$ cat config.mk
export PLATFORM = sky130hd
export DESIGN_NAME = wm_cycle_sequencer_flat
export DESIGN_NICKNAME = d
export VERILOG_FILES = /design/src/rtl/wm_pkg.sv /design/src/rtl/wm_cycle_sequencer_if.sv /design/src/rtl/wm_phase_timer.sv /design/src/rtl/wm_cycle_sequencer.sv /design/src/flat_wrapper.sv
export SDC_FILE = /design/constraint.sdc
export NUM_CORES = 1
export LEC_CHECK = 0
export ABC_AREA = 1
export CORE_UTILIZATION = 54
export DETAILED_ROUTE_END_ITERATION = 8
export HOLD_SLACK_MARGIN = 0.05
export PLACE_DENSITY = 0.81
export SETUP_SLACK_MARGIN = 0.1
export SLEW_MARGIN = 20
export SYNTH_ARGS = -nofsm -noshare
export SYNTH_HDL_FRONTEND = slang
export SYNTH_SLANG_ARGS = --single-unit
$ cat constraint.sdc
create_clock -name clk -period 1.7 [get_ports clk]
set_input_delay 0.255 -clock clk [delete_from_list [all_inputs] [get_ports clk]]
set_output_delay 0.255 -clock clk [all_outputs]
set_load 0.05 [all_outputs]
$ cat src/rtl/wm_pkg.sv
// Shared types and helpers for the washing-machine phase sequencer.
// Latency: n/a (package only).
// Backpressure: n/a (package only).
package wm_pkg;

    localparam int TW_DEF   = 5;
    localparam int TOTW_DEF = 8;

    // Encodings are visible on the phase output, so they are fixed explicitly.
    typedef enum logic [2:0] {
        PH_IDLE  = 3'd0,
        PH_WASH  = 3'd1,
        PH_RINSE = 3'd2,
        PH_SPIN  = 3'd3,
        PH_DONE  = 3'd4
    } phase_t;

    // First phase strictly after 'cur' whose duration is nonzero, or DONE.
    // nz = {spin_nz, rinse_nz, wash_nz}. From IDLE the search starts at WASH.
    function automatic phase_t next_phase(input phase_t cur, input logic [2:0] nz);
        phase_t res;
        res = PH_DONE;
        case (cur)
            PH_IDLE: begin
                if (nz[0])      res = PH_WASH;
                else if (nz[1]) res = PH_RINSE;
                else if (nz[2]) res = PH_SPIN;
            end
            PH_WASH: begin
                if (nz[1])      res = PH_RINSE;
                else if (nz[2]) res = PH_SPIN;
            end
            PH_RINSE: begin
                if (nz[2])      res = PH_SPIN;
            end
            default: res = PH_DONE;
        endcase
        return res;
    endfunction

endpackage

$ cat src/rtl/wm_cycle_sequencer_if.sv
// Bundle of the sequencer's command inputs and status outputs.
// Latency: n/a (wiring only).
// Backpressure: none; commands are levels/pulses, status is always valid.
// master: drives tick/start/pause/abort and durations, reads status.
// slave:  the sequencer itself.
interface wm_cycle_sequencer_if
    import wm_pkg::*;
#(
    parameter int TW   = TW_DEF,
    parameter int TOTW = TOTW_DEF
);
    logic            tick;
    logic            start;
    logic            pause;
    logic            abort;
    logic [TW-1:0]   wash_time;
    logic [TW-1:0]   rinse_time;
    logic [TW-1:0]   spin_time;
    logic [2:0]      phase;
    logic [TW-1:0]   phase_left;
    logic [TOTW-1:0] remaining;
    logic            busy;
    logic            motor_en;
    logic            drain_en;
    logic            done;

    modport master (
        output tick, start, pause, abort, wash_time, rinse_time, spin_time,
        input  phase, phase_left, remaining, busy, motor_en, drain_en, done
    );

    modport slave (
        input  tick, start, pause, abort, wash_time, rinse_time, spin_time,
        output phase, phase_left, remaining, busy, motor_en, drain_en, done
    );
endinterface

$ cat src/rtl/wm_phase_timer.sv
// Loadable down-counter holding the ticks left in the current phase.
// Latency: load/clear/decrement visible one edge later; zero_next is a decode of the count.
// Backpressure: none; clr > load > dec, decrement saturates at zero.
// Ports: clk, rst_n, clr, load, load_val, dec in; count, zero_next out.
module wm_phase_timer #(
    parameter int TW = 5
) (
    input  logic          clk,
    input  logic          rst_n,
    input  logic          clr,
    input  logic          load,
    input  logic [TW-1:0] load_val,
    input  logic          dec,
    output logic [TW-1:0] count,
    output logic          zero_next
);
    logic [TW-1:0] cnt;

    always_ff @(posedge clk or negedge rst_n) begin
        if (!rst_n)                cnt <= '0;
        else if (clr)              cnt <= '0;
        else if (load)             cnt <= load_val;
        else if (dec && cnt != '0) cnt <= cnt - TW'(1);
    end

    assign count     = cnt;
    // The next decrement ends the phase.
    assign zero_next = (cnt == TW'(1));
endmodule

$ cat src/rtl/wm_cycle_sequencer.sv
// Wash/rinse/spin phase sequencer with per-phase and total countdowns.
// Latency: start, tick and abort take effect on the next clk edge; outputs are register decodes.
// Backpressure: none; start is ignored outside IDLE, pause freezes counters, abort wins over all.
// Ports: clk, rst_n, bus (slave: commands/durations in, phase/counters/enables out).
module wm_cycle_sequencer
    import wm_pkg::*;
#(
    parameter int TW   = TW_DEF,
    parameter int TOTW = TOTW_DEF   // must hold 3*(2^TW-1)
) (
    input  logic                 clk,
    input  logic                 rst_n,
    wm_cycle_sequencer_if.slave  bus
);
    phase_t          state, nxt;
    logic [TW-1:0]   wash_q, rinse_q, spin_q;
    logic [TOTW-1:0] rem;
    logic            active, tick_eff, zero_next;
    logic            tmr_clr, tmr_load, rem_load, latch;
    logic [TW-1:0]   tmr_load_val, phase_left;

    function automatic logic [TW-1:0] sel_dur(input phase_t ph, input logic [TW-1:0] w,
                                              input logic [TW-1:0] r, input logic [TW-1:0] s);
        logic [TW-1:0] d;
        d = '0;
        case (ph)
            PH_WASH:  d = w;
            PH_RINSE: d = r;
            PH_SPIN:  d = s;
            default:  d = '0;
        endcase
        return d;
    endfunction

    assign active   = (state == PH_WASH) || (state == PH_RINSE) || (state == PH_SPIN);
    assign tick_eff = active && bus.tick && !bus.pause;

    always_comb begin
        nxt          = state;
        tmr_clr      = 1'b0;
        tmr_load     = 1'b0;
        tmr_load_val = '0;
        rem_load     = 1'b0;
        latch        = 1'b0;
        case (state)
            PH_IDLE: begin
                if (bus.start) begin
                    // Route from the live inputs: the latched copies are not valid yet.
                    nxt          = next_phase(PH_IDLE, {bus.spin_time != '0,
                                                        bus.rinse_time != '0,
                                                        bus.wash_time != '0});
                    tmr_load     = 1'b1;
                    tmr_load_val = sel_dur(nxt, bus.wash_time, bus.rinse_time, bus.spin_time);
                    rem_load     = 1'b1;
                    latch        = 1'b1;
                end
            end
            PH_WASH, PH_RINSE, PH_SPIN: begin
                // Final tick of a phase advances on the same edge; the load
                // overrides the decrement in the timer.
                if (tick_eff && zero_next) begin
                    nxt          = next_phase(state, {spin_q != '0, rinse_q != '0, wash_q != '0});
                    tmr_load     = 1'b1;
                    tmr_load_val = sel_dur(nxt, wash_q, rinse_q, spin_q);
                end
            end
            default: nxt = PH_IDLE;   // DONE is a single cycle
        endcase
        if (bus.abort) begin
            nxt      = PH_IDLE;
            tmr_clr  = 1'b1;
            tmr_load = 1'b0;
            rem_load = 1'b0;
            latch    = 1'b0;
        end
    end

    always_ff @(posedge clk or negedge rst_n) begin
        if (!rst_n) begin
            state   <= PH_IDLE;
            wash_q  <= '0;
            rinse_q <= '0;
            spin_q  <= '0;
            rem     <= '0;
        end else begin
            state <= nxt;
            if (latch) begin
                wash_q  <= bus.wash_time;
                rinse_q <= bus.rinse_time;
                spin_q  <= bus.spin_time;
            end
            if (tmr_clr)
                rem <= '0;
            else if (rem_load)
                rem <= TOTW'(bus.wash_time) + TOTW'(bus.rinse_time) + TOTW'(bus.spin_time);
            else if (tick_eff && rem != '0)
                rem <= rem - TOTW'(1);
        end
    end

    wm_phase_timer #(.TW(TW)) u_phase_timer (
        .clk       (clk),
        .rst_n     (rst_n),
        .clr       (tmr_clr),
        .load      (tmr_load),
        .load_val  (tmr_load_val),
        .dec       (tick_eff),
        .count     (phase_left),
        .zero_next (zero_next)
    );

    assign bus.phase      = state;
    assign bus.phase_left = phase_left;
    assign bus.remaining  = rem;
    assign bus.busy       = active;
    assign bus.motor_en   = active;
    assign bus.drain_en   = (state == PH_SPIN);
    assign bus.done       = (state == PH_DONE);
endmodule
$ cat src/flat_wrapper.sv
// flat-port wrapper written by rule: the top's interface ports become plain ports
module wm_cycle_sequencer_flat import wm_pkg::*;
#(
    parameter int TW   = TW_DEF,
    parameter int TOTW = TOTW_DEF                          
)
  (clk, rst_n, bus_tick, bus_start, bus_pause, bus_abort, bus_wash_time, bus_rinse_time, bus_spin_time, bus_phase, bus_phase_left, bus_remaining, bus_busy, bus_motor_en, bus_drain_en, bus_done);
  wm_cycle_sequencer_if #(.TW(TW), .TOTW(TOTW)) bus_i ();
  input  logic clk;
  input  logic rst_n;
  input wire logic [$bits(bus_i.tick)-1:0] bus_tick;
  input wire logic [$bits(bus_i.start)-1:0] bus_start;
  input wire logic [$bits(bus_i.pause)-1:0] bus_pause;
  input wire logic [$bits(bus_i.abort)-1:0] bus_abort;
  input wire logic [$bits(bus_i.wash_time)-1:0] bus_wash_time;
  input wire logic [$bits(bus_i.rinse_time)-1:0] bus_rinse_time;
  input wire logic [$bits(bus_i.spin_time)-1:0] bus_spin_time;
  output wire logic [$bits(bus_i.phase)-1:0] bus_phase;
  output wire logic [$bits(bus_i.phase_left)-1:0] bus_phase_left;
  output wire logic [$bits(bus_i.remaining)-1:0] bus_remaining;
  output wire logic [$bits(bus_i.busy)-1:0] bus_busy;
  output wire logic [$bits(bus_i.motor_en)-1:0] bus_motor_en;
  output wire logic [$bits(bus_i.drain_en)-1:0] bus_drain_en;
  output wire logic [$bits(bus_i.done)-1:0] bus_done;
  assign bus_i.tick = bus_tick;
  assign bus_i.start = bus_start;
  assign bus_i.pause = bus_pause;
  assign bus_i.abort = bus_abort;
  assign bus_i.wash_time = bus_wash_time;
  assign bus_i.rinse_time = bus_rinse_time;
  assign bus_i.spin_time = bus_spin_time;
  assign bus_phase = bus_i.phase;
  assign bus_phase_left = bus_i.phase_left;
  assign bus_remaining = bus_i.remaining;
  assign bus_busy = bus_i.busy;
  assign bus_motor_en = bus_i.motor_en;
  assign bus_drain_en = bus_i.drain_en;
  assign bus_done = bus_i.done;
  wm_cycle_sequencer #(.TW(TW), .TOTW(TOTW)) u_core (.clk(clk), .rst_n(rst_n), .bus(bus_i));
endmodule
==> results.yml, run 1 <==
status:
  status: "did not finish"
  failing_step: "global routing (5_1_grt)"
  error: "[ERROR GRT-0232] Routing congestion too high. Check the congestion heatmap in the GUI."
synthesis:
  synth_flop_cell: "dfrtp_1"
  synth_area_um2: 2510
  ys_seq_area_frac: 0.309
  syn_avg_cell_area_um2: 6.78
  ys_ff_latch: 31
  synth_edf_count: 0
  yosysWarnings: 0
  syn_inst: 371
  yosysUniqueCellTypes: 35
  synth_nets: 408
  postSynth.asyncResetShare: 1.00
global_route:
  grt_use_total: 0.845
  antenna_found_initial: 2
  grt_max_degree: 32
  gr-total-overflow: 259
placement:
  dpl.hpwl_mm: 5.67
  portBuffers: 40
  dp.cells: 515
  gp_congestion: 0.923
  post-place-ws_ns: -1.08
clocking:
  htreeDepth: 2
  root_buffer: "clkbuf_8"
  cts.sinks: 31
  cts_buffers: 5
  cts_buffer_depth: 2
  ctsHoldBuffers: 0
sta:
  crit_endpoint: "u_core.bus.remaining[5]$_DFFE_PN0P_/D"
  endpoint_type: "sequential cell input"
floorplanning:
  io_pins: 41
  initial_core_util: 0.569
  die_x_um: 70.2
  die_h_um: 70.2
  rows: 24
layer usage:
metal	global-route usage	GRT overflow
met1	0.825	2
met2	1.13	190
met3	0.528	2
met4	0.944	65
met5	0.0444	0
synthesized netlist by cell type, types with 2 or more instances:
cell | count | area share
fa_1 | 2 | 0.016
nor2_1 | 36 | 0.054
o22ai_1 | 5 | 0.012
nand2_1 | 98 | 0.15
nor2_2 | 2 | 0.0050
o21ai_2 | 2 | 0.0070
a21oi_1 | 15 | 0.030
nor3_1 | 9 | 0.018
dfrtp_1 | 31 | 0.31
clkbuf_1 | 2 | 0.0030
xor2_1 | 7 | 0.024
inv_4 | 2 | 0.0050
nand3_1 | 40 | 0.080
inv_1 | 51 | 0.076
inv_2 | 5 | 0.0075
ha_1 | 14 | 0.070
nand2_2 | 4 | 0.010
buf_4 | 2 | 0.0060
o21ai_0 | 26 | 0.052
nor3_2 | 2 | 0.0080
nor2_4 | 2 | 0.0090
stage by stage:
stage	area (um2)	utilization
after floorplan	2610	-
after global placement	3480	0.789
after detailed placement	3480	0.789
after CTS	4000	0.907
timing repair:
item	CTS
resized for setup	102
endpoints found under the setup margin	33
buffers inserted	14
pin swaps	46
cloned	3
logic make-up after synthesis:
family,count (synthesis),synth area share
AOI/OAI and AO/OA,56,0.134
xor gates and xnor gates,8,0.0279
adders and majority gates,16,0.0856
buffers and inverters,64,0.101
DFF,31,0.309
and+or+nand+nor,196,0.343
==> inputs of run 2 (changes only) <==
--- a/config.mk
+++ b/config.mk
@@ -6,11 +6,9 @@
 export NUM_CORES = 1
 export LEC_CHECK = 0
 export ABC_AREA = 1
-export CORE_UTILIZATION = 54
+export CORE_UTILIZATION = 40
 export DETAILED_ROUTE_END_ITERATION = 8
-export HOLD_SLACK_MARGIN = 0.05
-export PLACE_DENSITY = 0.81
-export SETUP_SLACK_MARGIN = 0.1
+export PLACE_DENSITY_LB_ADDON = 0.15
 export SLEW_MARGIN = 20
 export SYNTH_ARGS = -nofsm -noshare
 export SYNTH_HDL_FRONTEND = slang
==> results.yml, run 2 <==
synthesis:
  yosysWarnings: 0
  synth.area.top_cells: "dfrtp_1, nand2_1, nand3_1, inv_1, ha_1"
  post-synth-top-area-fraction: 0.309
  synthTopCellsByCount: "nand2_1, inv_1, nand3_1"
  ys_seq_area_frac: 0.309
  yosysMostFrequentCell: "nand2_1"
  synth_area_um2: 2510
  ys_ff_latch: 31
  postSynth.asyncResetShare: 1.00
  syn_inst: 371
  yosysUniqueCellTypes: 35
  synth_nets: 408
  synth_flop_cell: "dfrtp_1"
  synth_top_area_cell: "dfrtp_1"
  synth_edf_count: 0
  syn_avg_cell_area_um2: 6.78
critical_path:
  rr_startpoint: "u_core.wash_q[2]$_DFFE_PN0P_"
  crit_arrival_ns: 2.29
  critPathRequiredTime_ns: 1.92
  startpoint: "bus_rinse_time[0]"
  critPathKind: "input port to flip-flop"
  worstPathMaxFanout: 2
  endpoint_kind: "flip-flop"
  critPathLaunchType: "input port"
power_and_ir_drop:
  ir_drop_mv: 1.03
  power.density_nw_per_um2: 1680
  p_leak_uw: 0.00206
  power_uw: 6950
detailed_routing:
  via_count: 2821
  via_per_inst: 4.99
  wl_mm: 7.86
  wl_per_cell_um: 13.9
  drtIter0Drc: 123
  ant_nets: 0
  drc: 0
  dr.pass1.iters: 4
placement:
  gp_congestion: 0.896
  dp.cells: 535
  dpl.hpwl_mm: 5.54
  post-place-ws_ns: -1.01
  portBuffers: 40
global_route:
  grt.busiest_layer: "met2"
  grt_use_total: 0.241
  use_met3: 0.0382
  grt_max_degree: 32
  antenna_found_initial: 0
  gr-total-overflow: 0
  global_route.usage.met2: 0.428
  grt_pass1_wl_mm: 12.0
  grtUsageMet1: 0.293
  first_global_vias: 2690
sta:
  rsz0062_at_grt: "yes"
  period_minus_slack_ns: 2.06
  setup_viol: 6
  maxSlewHeadroom: 0.718
  final-hold-violation-count: 0
  setup_tns_ns: -1.71
  fin_crit_sh: 1.21
  tightest_slew_ns: 0.423
  fin_worst_skew_ns: 0.00446
  fmax_mhz: 485
  drv_slew: 0
  layout_setup_ws_ns: -0.364
clocking:
  cts_buffers: 5
  tritoncts: "built"
  cts.sinks: 31
  clk_pin_slew_ns: 0.07
  cts_buffer_depth: 2
  clkLatencyLatePin_ns: 0.29
  root_buffer: "clkbuf_8"
  htreeDepth: 2
final_layout:
  layout-area-overhead-vs-synth_pct: 64.5
  drive_above_1_share: 0.433
  largest_reg_flops: 8
  final_cell_mix: "nand2_1, buf_4, inv_1"
  antennaDiodeCount: 0
  fin_nets: 526
  final_cells: 565
floorplanning:
  rows: 28
  core-area_um2: 5990
  die_x_um: 81.3
  die-area_um2: 6600
  io_pins: 41
  initial_core_util: 0.420
  die_h_um: 81.3
status:
  status: "complete, but fails checks"
  failed_checks: "setup timing"
min_path:
  min_from: "bus_rinse_time[0]"
  worstHoldPathType: "input port to flip-flop"
run:
  max_cap_violations: 0
==> run 2: final cells by class <==
class	instances	area, um2
tap	75	93.8
fill	508	1860
timing repair buffer	114	978
sequential	31	782
clock buffer	5	68.8
inverter	59	229
multi-input combinational	278	1910
clock inverter	3	67.6
==> run 2: logic make-up (layout without fill, tap and decap cells) <==
kind of cell	Yosys count	count (layout)	synth area share
AOI/OAI and AO/OA	56	57	0.134
xor gates and xnor gates	8	8	0.0279
adders and majority gates	16	16	0.0856
buffers and inverters	64	181	0.101
DFF	31	31	0.309
and+or+nand+nor	196	197	0.343
==> run 2: metal layers <==
metal  routed length (um)  vias up
met5                    0        -
li1                     -     1431
met3                  265       16
met2                 3930       70
met4                  187        0
met1                 3470     1304
==> run 2: report_power, final <==
part           switching, uW  total (uW)  internal, uW
logic                   2800        4720          1920
clock network            317         902           585
registers                287        1330          1040
total                   3400        6950          3550
==> run 2: stage by stage <==
step | hold slack [ns] | instance area [um2] | util
2_1_floorplan | -0.0406 | 2580 | -
3_3_place_gp | 0.489 | 3460 | 0.578
3_5_place_dp | 0.489 | 3460 | 0.578
4_1_cts | 0.319 | 3700 | 0.618
5_1_grt | 0.333 | 4130 | 0.690
6_report | 0.321 | 4130 | 0.690
==> run 2: worst paths after layout <==
path                                                             end  slack (ns)  cells after the start
max reg2reg                u_core.u_phase_timer.count[1]$_DFFE_PN0P_       -0.06                     11
min                                    u_core.rinse_q[0]$_DFFE_PN0P_        0.32                      4
min reg2reg                u_core.u_phase_timer.count[3]$_DFFE_PN0P_        0.51                      2
max in group asynchronous            u_core.bus.phase[1]$_DFFE_PN0P_        1.01                      2
min in group asynchronous              u_core.rinse_q[0]$_DFFE_PN0P_        0.36                      2
max                              u_core.bus.remaining[6]$_DFFE_PN0P_       -0.36                     12
==> run 2: what timing repair did <==
item / CTS / global route
gates cloned: 0 / 2
setup buffers: 5 / 15
pin swaps: 31 / 41
resized for setup: 50 / 78
endpoints found under the setup margin: 12 / 16
hold buffers: 0 / 0
==> run 2: worst max-delay path: stages <==
cell     delay, ns
buf_6         0.10
ha_4          0.16
fa_2          0.55
inv_2         0.05
fa_2          0.38
o31ai_4       0.29
inv_1         0.08
nor2_2        0.13
o21ai_1       0.08
nand2_1       0.06
nand2_1       0.04
o21ai_1       0.11
(Power assumes the default switching activity.)
